File: config.mk
export PLATFORM = sky130hd
export DESIGN_NAME = alu_seq_ctrl
export DESIGN_NICKNAME = d
export VERILOG_FILES = /design/src/rtl/alu_pkg.sv /design/src/rtl/alu_seq_ctrl.sv
export SDC_FILE = /design/constraint.sdc
export NUM_CORES = 1
export LEC_CHECK = 0
export BUFFER_PORTS_ARGS = -buffer_cell sky130_fd_sc_hd__buf_2
export CORE_ASPECT_RATIO = 0.9
export CORE_MARGIN = 8
export CORE_UTILIZATION = 55
export CTS_CLUSTER_DIAMETER = 50
export DETAILED_ROUTE_END_ITERATION = 6
export GPL_ROUTABILITY_DRIVEN = 0
export PLACE_DENSITY = 0.86
export RECOVER_POWER = 100
export SLEW_MARGIN = 5
export SYNTH_ARGS = -nofsm -noshare
export SYNTH_HDL_FRONTEND = slang
export SYNTH_SLANG_ARGS = --single-unit
File: constraint.sdc
create_clock -name clk -period 2.8 [get_ports clk]
set_clock_uncertainty 0.1 [all_clocks]
set_input_delay 0.28 -clock clk [delete_from_list [all_inputs] [get_ports clk]]
set_output_delay 0.28 -clock clk [all_outputs]
set_load 0.01 [all_outputs]
File: src/rtl/alu_pkg.sv
// Shared ALU function codes and sequencer state encoding.
// Latency: n/a (constants and types only).
// Backpressure: n/a.
package alu_pkg;

  localparam logic [5:0] FUNCT_AND   = 6'd36;
  localparam logic [5:0] FUNCT_OR    = 6'd37;
  localparam logic [5:0] FUNCT_ADD   = 6'd32;
  localparam logic [5:0] FUNCT_SUB   = 6'd34;
  localparam logic [5:0] FUNCT_SLT   = 6'd42;
  localparam logic [5:0] FUNCT_MULTU = 6'd25;
  localparam logic [5:0] FUNCT_MFHI  = 6'd16;
  localparam logic [5:0] FUNCT_MFLO  = 6'd18;

  typedef enum logic [1:0] {
    ST_IDLE = 2'd0,
    ST_MUL  = 2'd1,
    ST_DONE = 2'd2
  } state_e;

  // Functs whose answer comes straight from the ALU in the start cycle.
  function automatic logic is_single_cycle(input logic [5:0] f);
    return (f == FUNCT_AND) || (f == FUNCT_OR) || (f == FUNCT_ADD) ||
           (f == FUNCT_SUB) || (f == FUNCT_SLT);
  endfunction

endpackage

File: src/rtl/alu_seq_ctrl.sv
// Sequencer owning the shared 32-bit ALU: single-cycle ops, MULTU shift-add loop, MFHI/MFLO.
// Latency: 1 cycle for ALU ops and MFHI/MFLO; 33 cycles start-to-done for MULTU.
// Backpressure: start is dropped (not queued) while busy; a new start is taken in the done cycle.
//
// Ports:
//   clk, reset (async, active-low)
//   start, funct[5:0], dataA[31:0], dataB[31:0]   request, sampled only when not busy
//   busy, done, result[31:0], hi[31:0], lo[31:0]  registered status and results
//   alu_a, alu_b, alu_signal / alu_out            drive to / answer from the external ALU
module alu_seq_ctrl
  import alu_pkg::*;
(
  input  logic        clk,
  input  logic        reset,
  input  logic        start,
  input  logic [5:0]  funct,
  input  logic [31:0] dataA,
  input  logic [31:0] dataB,
  output logic        busy,
  output logic        done,
  output logic [31:0] result,
  output logic [31:0] hi,
  output logic [31:0] lo,
  output logic [31:0] alu_a,
  output logic [31:0] alu_b,
  output logic [5:0]  alu_signal,
  input  logic [31:0] alu_out
);

  state_e      state_q;
  logic        busy_q;
  logic        done_q;
  logic [31:0] result_q;
  logic [31:0] hi_q;
  logic [31:0] lo_q;
  logic [31:0] mcand_q;
  logic [4:0]  cnt_q;

  logic        carry;
  logic [31:0] hi_d;
  logic [31:0] lo_d;

  // During the loop the ALU computes hi + mcand; a wrapped sum is smaller
  // than either addend, which recovers the 33rd bit without a wider adder.
  assign carry = (alu_out < hi_q);

  // One shift-add step: {carry, hi, lo} >> 1 when adding, {hi, lo} >> 1 otherwise.
  always_comb begin
    hi_d = {1'b0, hi_q[31:1]};
    lo_d = {hi_q[0], lo_q[31:1]};
    if (lo_q[0]) begin
      hi_d = {carry, alu_out[31:1]};
      lo_d = {alu_out[0], lo_q[31:1]};
    end
  end

  always_comb begin
    alu_a      = dataA;
    alu_b      = dataB;
    alu_signal = funct;
    if (state_q == ST_MUL) begin
      alu_a      = hi_q;
      alu_b      = mcand_q;
      alu_signal = FUNCT_ADD;
    end
  end

  always_ff @(posedge clk or negedge reset) begin
    if (!reset) begin
      state_q  <= ST_IDLE;
      busy_q   <= 1'b0;
      done_q   <= 1'b0;
      result_q <= '0;
      hi_q     <= '0;
      lo_q     <= '0;
      mcand_q  <= '0;
      cnt_q    <= '0;
    end else begin
      done_q <= 1'b0;
      case (state_q)
        ST_IDLE, ST_DONE: begin
          state_q <= ST_IDLE;
          if (start) begin
            if (is_single_cycle(funct)) begin
              result_q <= alu_out;
              state_q  <= ST_DONE;
              done_q   <= 1'b1;
            end else if (funct == FUNCT_MULTU) begin
              mcand_q <= dataA;
              hi_q    <= '0;
              lo_q    <= dataB;
              cnt_q   <= '0;
              state_q <= ST_MUL;
              busy_q  <= 1'b1;
            end else if (funct == FUNCT_MFHI) begin
              result_q <= hi_q;
              state_q  <= ST_DONE;
              done_q   <= 1'b1;
            end else if (funct == FUNCT_MFLO) begin
              result_q <= lo_q;
              state_q  <= ST_DONE;
              done_q   <= 1'b1;
            end else begin
              result_q <= '0;
              state_q  <= ST_DONE;
              done_q   <= 1'b1;
            end
          end
        end
        ST_MUL: begin
          hi_q  <= hi_d;
          lo_q  <= lo_d;
          cnt_q <= cnt_q + 5'd1;
          if (cnt_q == 5'd31) begin
            result_q <= lo_d;
            state_q  <= ST_DONE;
            busy_q   <= 1'b0;
            done_q   <= 1'b1;
          end
        end
        default: begin
          state_q <= ST_IDLE;
          busy_q  <= 1'b0;
        end
      endcase
    end
  end

  assign busy   = busy_q;
  assign done   = done_q;
  assign result = result_q;
  assign hi     = hi_q;
  assign lo     = lo_q;

endmodule
# ---- Yosys cells after proc, flatten, opt, wreduce, memory -nomap -nowiden
# Cells that the tools add are included.
dict set report op_classes {
  n_addsub 1
  n_bitwise 1
  n_reduce_logical 11
  muxes 39
  n_lt_le_gt_ge 1
  eq_ne 16
}
# cell n
set op_table {}
lappend op_table {{$mux 32} 16}
lappend op_table {{$pmux 32 s2} 3}
lappend op_table {{$lt 32x32->1} 1}
lappend op_table {{$eq 6x6->1 const B} 5}
lappend op_table {{$eq 6x5->1 const B} 3}
lappend op_table {{$reduce_and 4->1} 4}
lappend op_table {{$mux 5} 3}
lappend op_table {{$pmux 5 s2} 1}
lappend op_table {{$mux 1} 8}
lappend op_table {{$mux 2} 4}
lappend op_table {{$mux 6} 1}
lappend op_table {{$ne 2x2->1 const B} 3}
lappend op_table {{$add 5x1->5 const B} 1}
lappend op_table {{$eq 5x5->1 const B} 1}
lappend op_table {{$logic_or 1x1->1} 4}
lappend op_table {{$pmux 1 s2} 2}
lappend op_table {{$pmux 2 s2} 1}
lappend op_table {{$ne 3x3->1 const B} 1}
lappend op_table {{$eq 2x1->1 const B} 1}
lappend op_table {{$eq 2x2->1 const B} 1}
lappend op_table {{$logic_not 2->1} 1}
lappend op_table {{$ne 2x1->1 const B} 1}
lappend op_table {{$reduce_bool 2->1} 1}
lappend op_table {{$reduce_or 2->1} 1}
lappend op_table {{$not 1->1} 1}
dict set report word_totals {
  ff_bits 137
  output_inout_bits 168
  wordCells 77
  in_bits 105
}

# ---- Longest topological paths before layout
dict set report depth {
  ltp_word 8
  depth_mapped 8
  mapped_depth_nobuf 7
}

# ---- Worst setup path before layout
# OpenSTA, ideal clock, no wires.
dict set report synth_timing {
  path_type {reg2reg}
  start {register cnt_q[0]}
  end {register result_q[27], in the netlist result[27]}
  synth_period_minus_slack_ps 1852
  t_required_ps 2608
  path_stages_with_launch 9
  setup_slack_ps 948
  arrival_time_ps 1660
  cell_sequence {dfrtp_1 ha_1 and3_1 ha_1 a22oi_2 buf_2 buf_2 nand2_1 o31ai_2}
}
dict set report synth_between {
  elab_chain_len 3
}
# element line_no
set synth_rtl {}
lappend synth_rtl {{from (decl)} alu_seq_ctrl.sv:37} ;# logic [4:0] cnt_q;
lappend synth_rtl {{from (signal assigned)} alu_seq_ctrl.sv:113} ;# cnt_q <= cnt_q + 5'd1;
lappend synth_rtl {{$eq 5x5->1} alu_seq_ctrl.sv:114} ;# if (cnt_q == 5'd31) begin
lappend synth_rtl {{$ne 2x1->1 (no source line)} -}
lappend synth_rtl {{$reduce_and 4->1 (no source line)} -}
lappend synth_rtl {{to (signal assigned)} alu_seq_ctrl.sv:96} ;# result_q <= hi_q;
lappend synth_rtl {{to (signal assigned)} alu_seq_ctrl.sv:100} ;# result_q <= lo_q;
lappend synth_rtl {{to (signal assigned)} alu_seq_ctrl.sv:115} ;# result_q <= lo_d;
lappend synth_rtl {{to (decl)} alu_seq_ctrl.sv:33} ;# logic [31:0] result_q;
# Every way passes these cells.
# A chain may end at the register's enable or synchronous reset.

# ---- Final worst setup path
dict set report layout_timing {
  start {register state_q[0]}
  end {output port alu_b[1]}
}
dict set report layout_between {
  elab_chain_len 2
}
# element line_no
set layout_rtl {}
lappend layout_rtl {{from (decl)} alu_seq_ctrl.sv:30} ;# state_e state_q;
lappend layout_rtl {{from (signal assigned)} alu_seq_ctrl.sv:70} ;# state_q <= ST_IDLE;
lappend layout_rtl {{from (signal assigned)} alu_seq_ctrl.sv:82} ;# state_q <= ST_IDLE;
lappend layout_rtl {{from (signal assigned)} alu_seq_ctrl.sv:86} ;# state_q <= ST_DONE;
lappend layout_rtl {{$eq 2x1->1} alu_seq_ctrl.sv:61} ;# if (state_q == ST_MUL) begin
lappend layout_rtl {{$mux 32} alu_seq_ctrl.sv:61}
lappend layout_rtl {{to (decl)} alu_seq_ctrl.sv:25} ;# output logic [31:0] alu_b,
# Every way passes these cells.

==> reports/metrics.csv <==
metric;value;unit
hpwl;19000;um
tns;0;ps
synth_compound_area_share;15.4;%
hold_depth;3;
drt_wl_total;27300;um
cts_hold_buf;33;
pre_cts_ws;637;ps
clock_path_buffers;2;
rows;42;
finalHoldViolCount;0;
antenna_found_initial;3;
syn_nets;1143;
start_util;55.6;%
port_buffers;272;
synthMuxAreaShare;7.97;%
syn_avg_cell_area;8.06;um2
htree_levels;4;
relSlewSlack;5.19;%
power.total;6.43;mW
clk_pin_slew;60;ps
clock_sinks;137;
reg2reg_from;cnt_q[0]$_DFFE_PN0P_;
cts_setup_buffers;0;
drc;0;
post_cts_resized;0;
drtIter0Drc;530;
ys_seq_area_share;42.3;%
synth_edf_count;0;
end_kind;primary output;
drive_gt1_share;13.6;%
worstSetupStartpoint;state_q[0]$_DFFE_PN0P_;
setup_viol;0;
fillers;1251;
path_class;reg -> out;
reg2reg_slack;430;ps
die_w;144;um
crit_top_cell;nand2_1;
worst_slack;227;ps
core;14600;um2
worst_pin_slew;1420;ps
avgRoutedWirePerCell;18.2;um
required;2420;ps
synthCells;1005;
synthSimpleGateAreaFrac;23.5;%
synthDistinctLibCells;37;
synth_fa_ha_area_share;5.10;%
rr_worst_depth;7;
yosys_warnings;0;
rsz0062_at_grt;no;
yosys.area_share.xor_xnor;0;%
synthTopCellsByCount;336 x nand2_1, 137 x dfrtp_1, 74 x o21ai_0, 68 x nor2_1, 63 x mux2i_1;
ys_ff_latch;137;
final_area;10300;um2
final_cell_count_no_fill;1495;
postRouteAntennaNets;0;
powerDensity;624;nW/um2
maxCapViolCount;0;
synth_area_leader_cell;dfrtp_1;
root_buffer;clkbuf_16;
synthArstFlopShare;100;%
synth_top_area_share;42.3;%
drv_slew;0;
crit_slowest_cell;clkbuf_2;
dr.pass1.iters;6;
clkLatencyLatePin;420;ps
syn_area;8100;um2
cts_tree;yes;
vias;8599;
nets;1420;
max_clock_freq;0.389;GHz
grt_max_degree;63;
status;finished, final reports clean;
crit_chain;nand2b_4, clkbuf_2, buf_4, nand2_1, nand2_1, clkbuf_1;
min_path_type;in -> reg;
syn_to_final_growth;27.3;%
synth.most_common_cell;nand2_1;
dieArea;18900;um2
period_share;91.9;%
viasPerCell;5.75;
dpl_cell_area;9690;um2
die_h;131;um
grt_overflow;0;
worstPathMaxFanout;38;
synth.area.top_cells;dfrtp_1 42%, nand2_1 16%, mux2i_1 7.8%, ha_1 5.1%, o21ai_0 4.6%;
fin_util;70.9;%
crit_end;alu_b[1];
hold_slack;27.2;ps
start_kind;flip-flop;
dp.cells;1428;
arrival;2190;ps
ir_worst_vdd;0.458;mV
synth_flop_cell;dfrtp_1;
fin_crit;2570;ps
cpPeakStageDelay;470;ps
io_pins;273;
grt_util_all_layers;28.9;%
cts_made_buffers;17;
reg2reg_to;result[4]$_DFFE_PN0P_;
grt_pass1_wl;43800;um
grt_pass1_vias;8698;
leakagePower;5.14;nW
synth_top_family_by_area;simple AND/OR/NAND/NOR gates;
==> cells in the final DEF (no fill, tap or decap), types with 2 or more instances in the layout <==
master         netlist  layout
inv_1               35      35
dlygate4sd3_1        0      33
o31ai_1             26      31
a22oi_1              1       2
buf_4                0      13
and2_1               5       3
and2_0               0       2
nor2b_2              1       2
a211oi_1            32      32
clkbuf_8             0       5
nor2b_1              4       3
a21o_1               5       5
nand2b_1             3       2
and3_1               3       3
buf_2               19     115
nand4_1              5       5
nand2_1            336     336
nor2_1              68      68
mux2i_1             63      63
clkbuf_2             0       5
ha_1                33      33
a21oi_1             10      10
clkbuf_1            40     160
clkbuf_16            0      17
buf_12               0       7
a31oi_1             33      33
o21ai_0             74      74
nand3_1             39      39
clkinv_2             0       4
dfrtp_1            137     137
and4_1               2       2
clkinvlp_4           0       3
diode_2              0       3
==> kinds of logic after synthesis <==
logic type	after synthesis
compound gates	194
fa+ha+maj	33
buf+inv	108
flops	137
mux	64
simple gates	469
==> worst max-delay path: cells and delay by family, from the launching register on <==
family	cells	cell delay [ps]
flops	1	440
buf+inv	3	850
simple gates	3	500
==> area by class of cell <==
class	instances	area, um2	area share (%)
multi-input combinational	760	4190	40.7
sequential	137	3430	33.2
timing repair buffer	331	1760	17.1
inverter	35	131	1.27
clock inverter	7	42.5	0.412
clock buffer	24	502	4.86
antenna	3	7.51	0.0728
tap	198	248	2.40
==> power breakdown <==
part	total (mW)	switching [mW]	internal [mW]
Sequential	2.72	0.404	2.31
Combinational	1.67	0.969	0.701
Clock	2.05	0.810	1.24
Total	6.43	2.18	4.25
==> layer usage <==
layer / part of all wire [%] / routed length [um] / track usage [%]
met1: 40 / 10900 / 35.6
met3: 9.4 / 2550 / 7.10
met2: 47 / 12800 / 46.5
met5: 0 / 0 / 0
met4: 3.8 / 1030 / 13.5
==> how the worst min path moves through the flow <==
stage	startpoint	endpoint	slack, ps
after floorplan	reset	busy$_DFFE_PN0P_	-120
after global placement	reset	mcand_q[1]$_DFFE_PN0P_	170
after detailed placement	reset	mcand_q[1]$_DFFE_PN0P_	180
after CTS	dataB[10]	lo[10]$_DFFE_PN0P_	20
after global routing	dataB[18]	lo[18]$_DFFE_PN0P_	30
final	dataB[14]	lo[14]$_DFFE_PN0P_	30
==> registers in the layout, summed over array words and instances, names as in the netlist <==
name,cells
done,1
result,32
lo,32
cnt_q,5
mcand_q,32
busy,1
state_q,2
hi,32
Power figures use the tool's default switching activity.
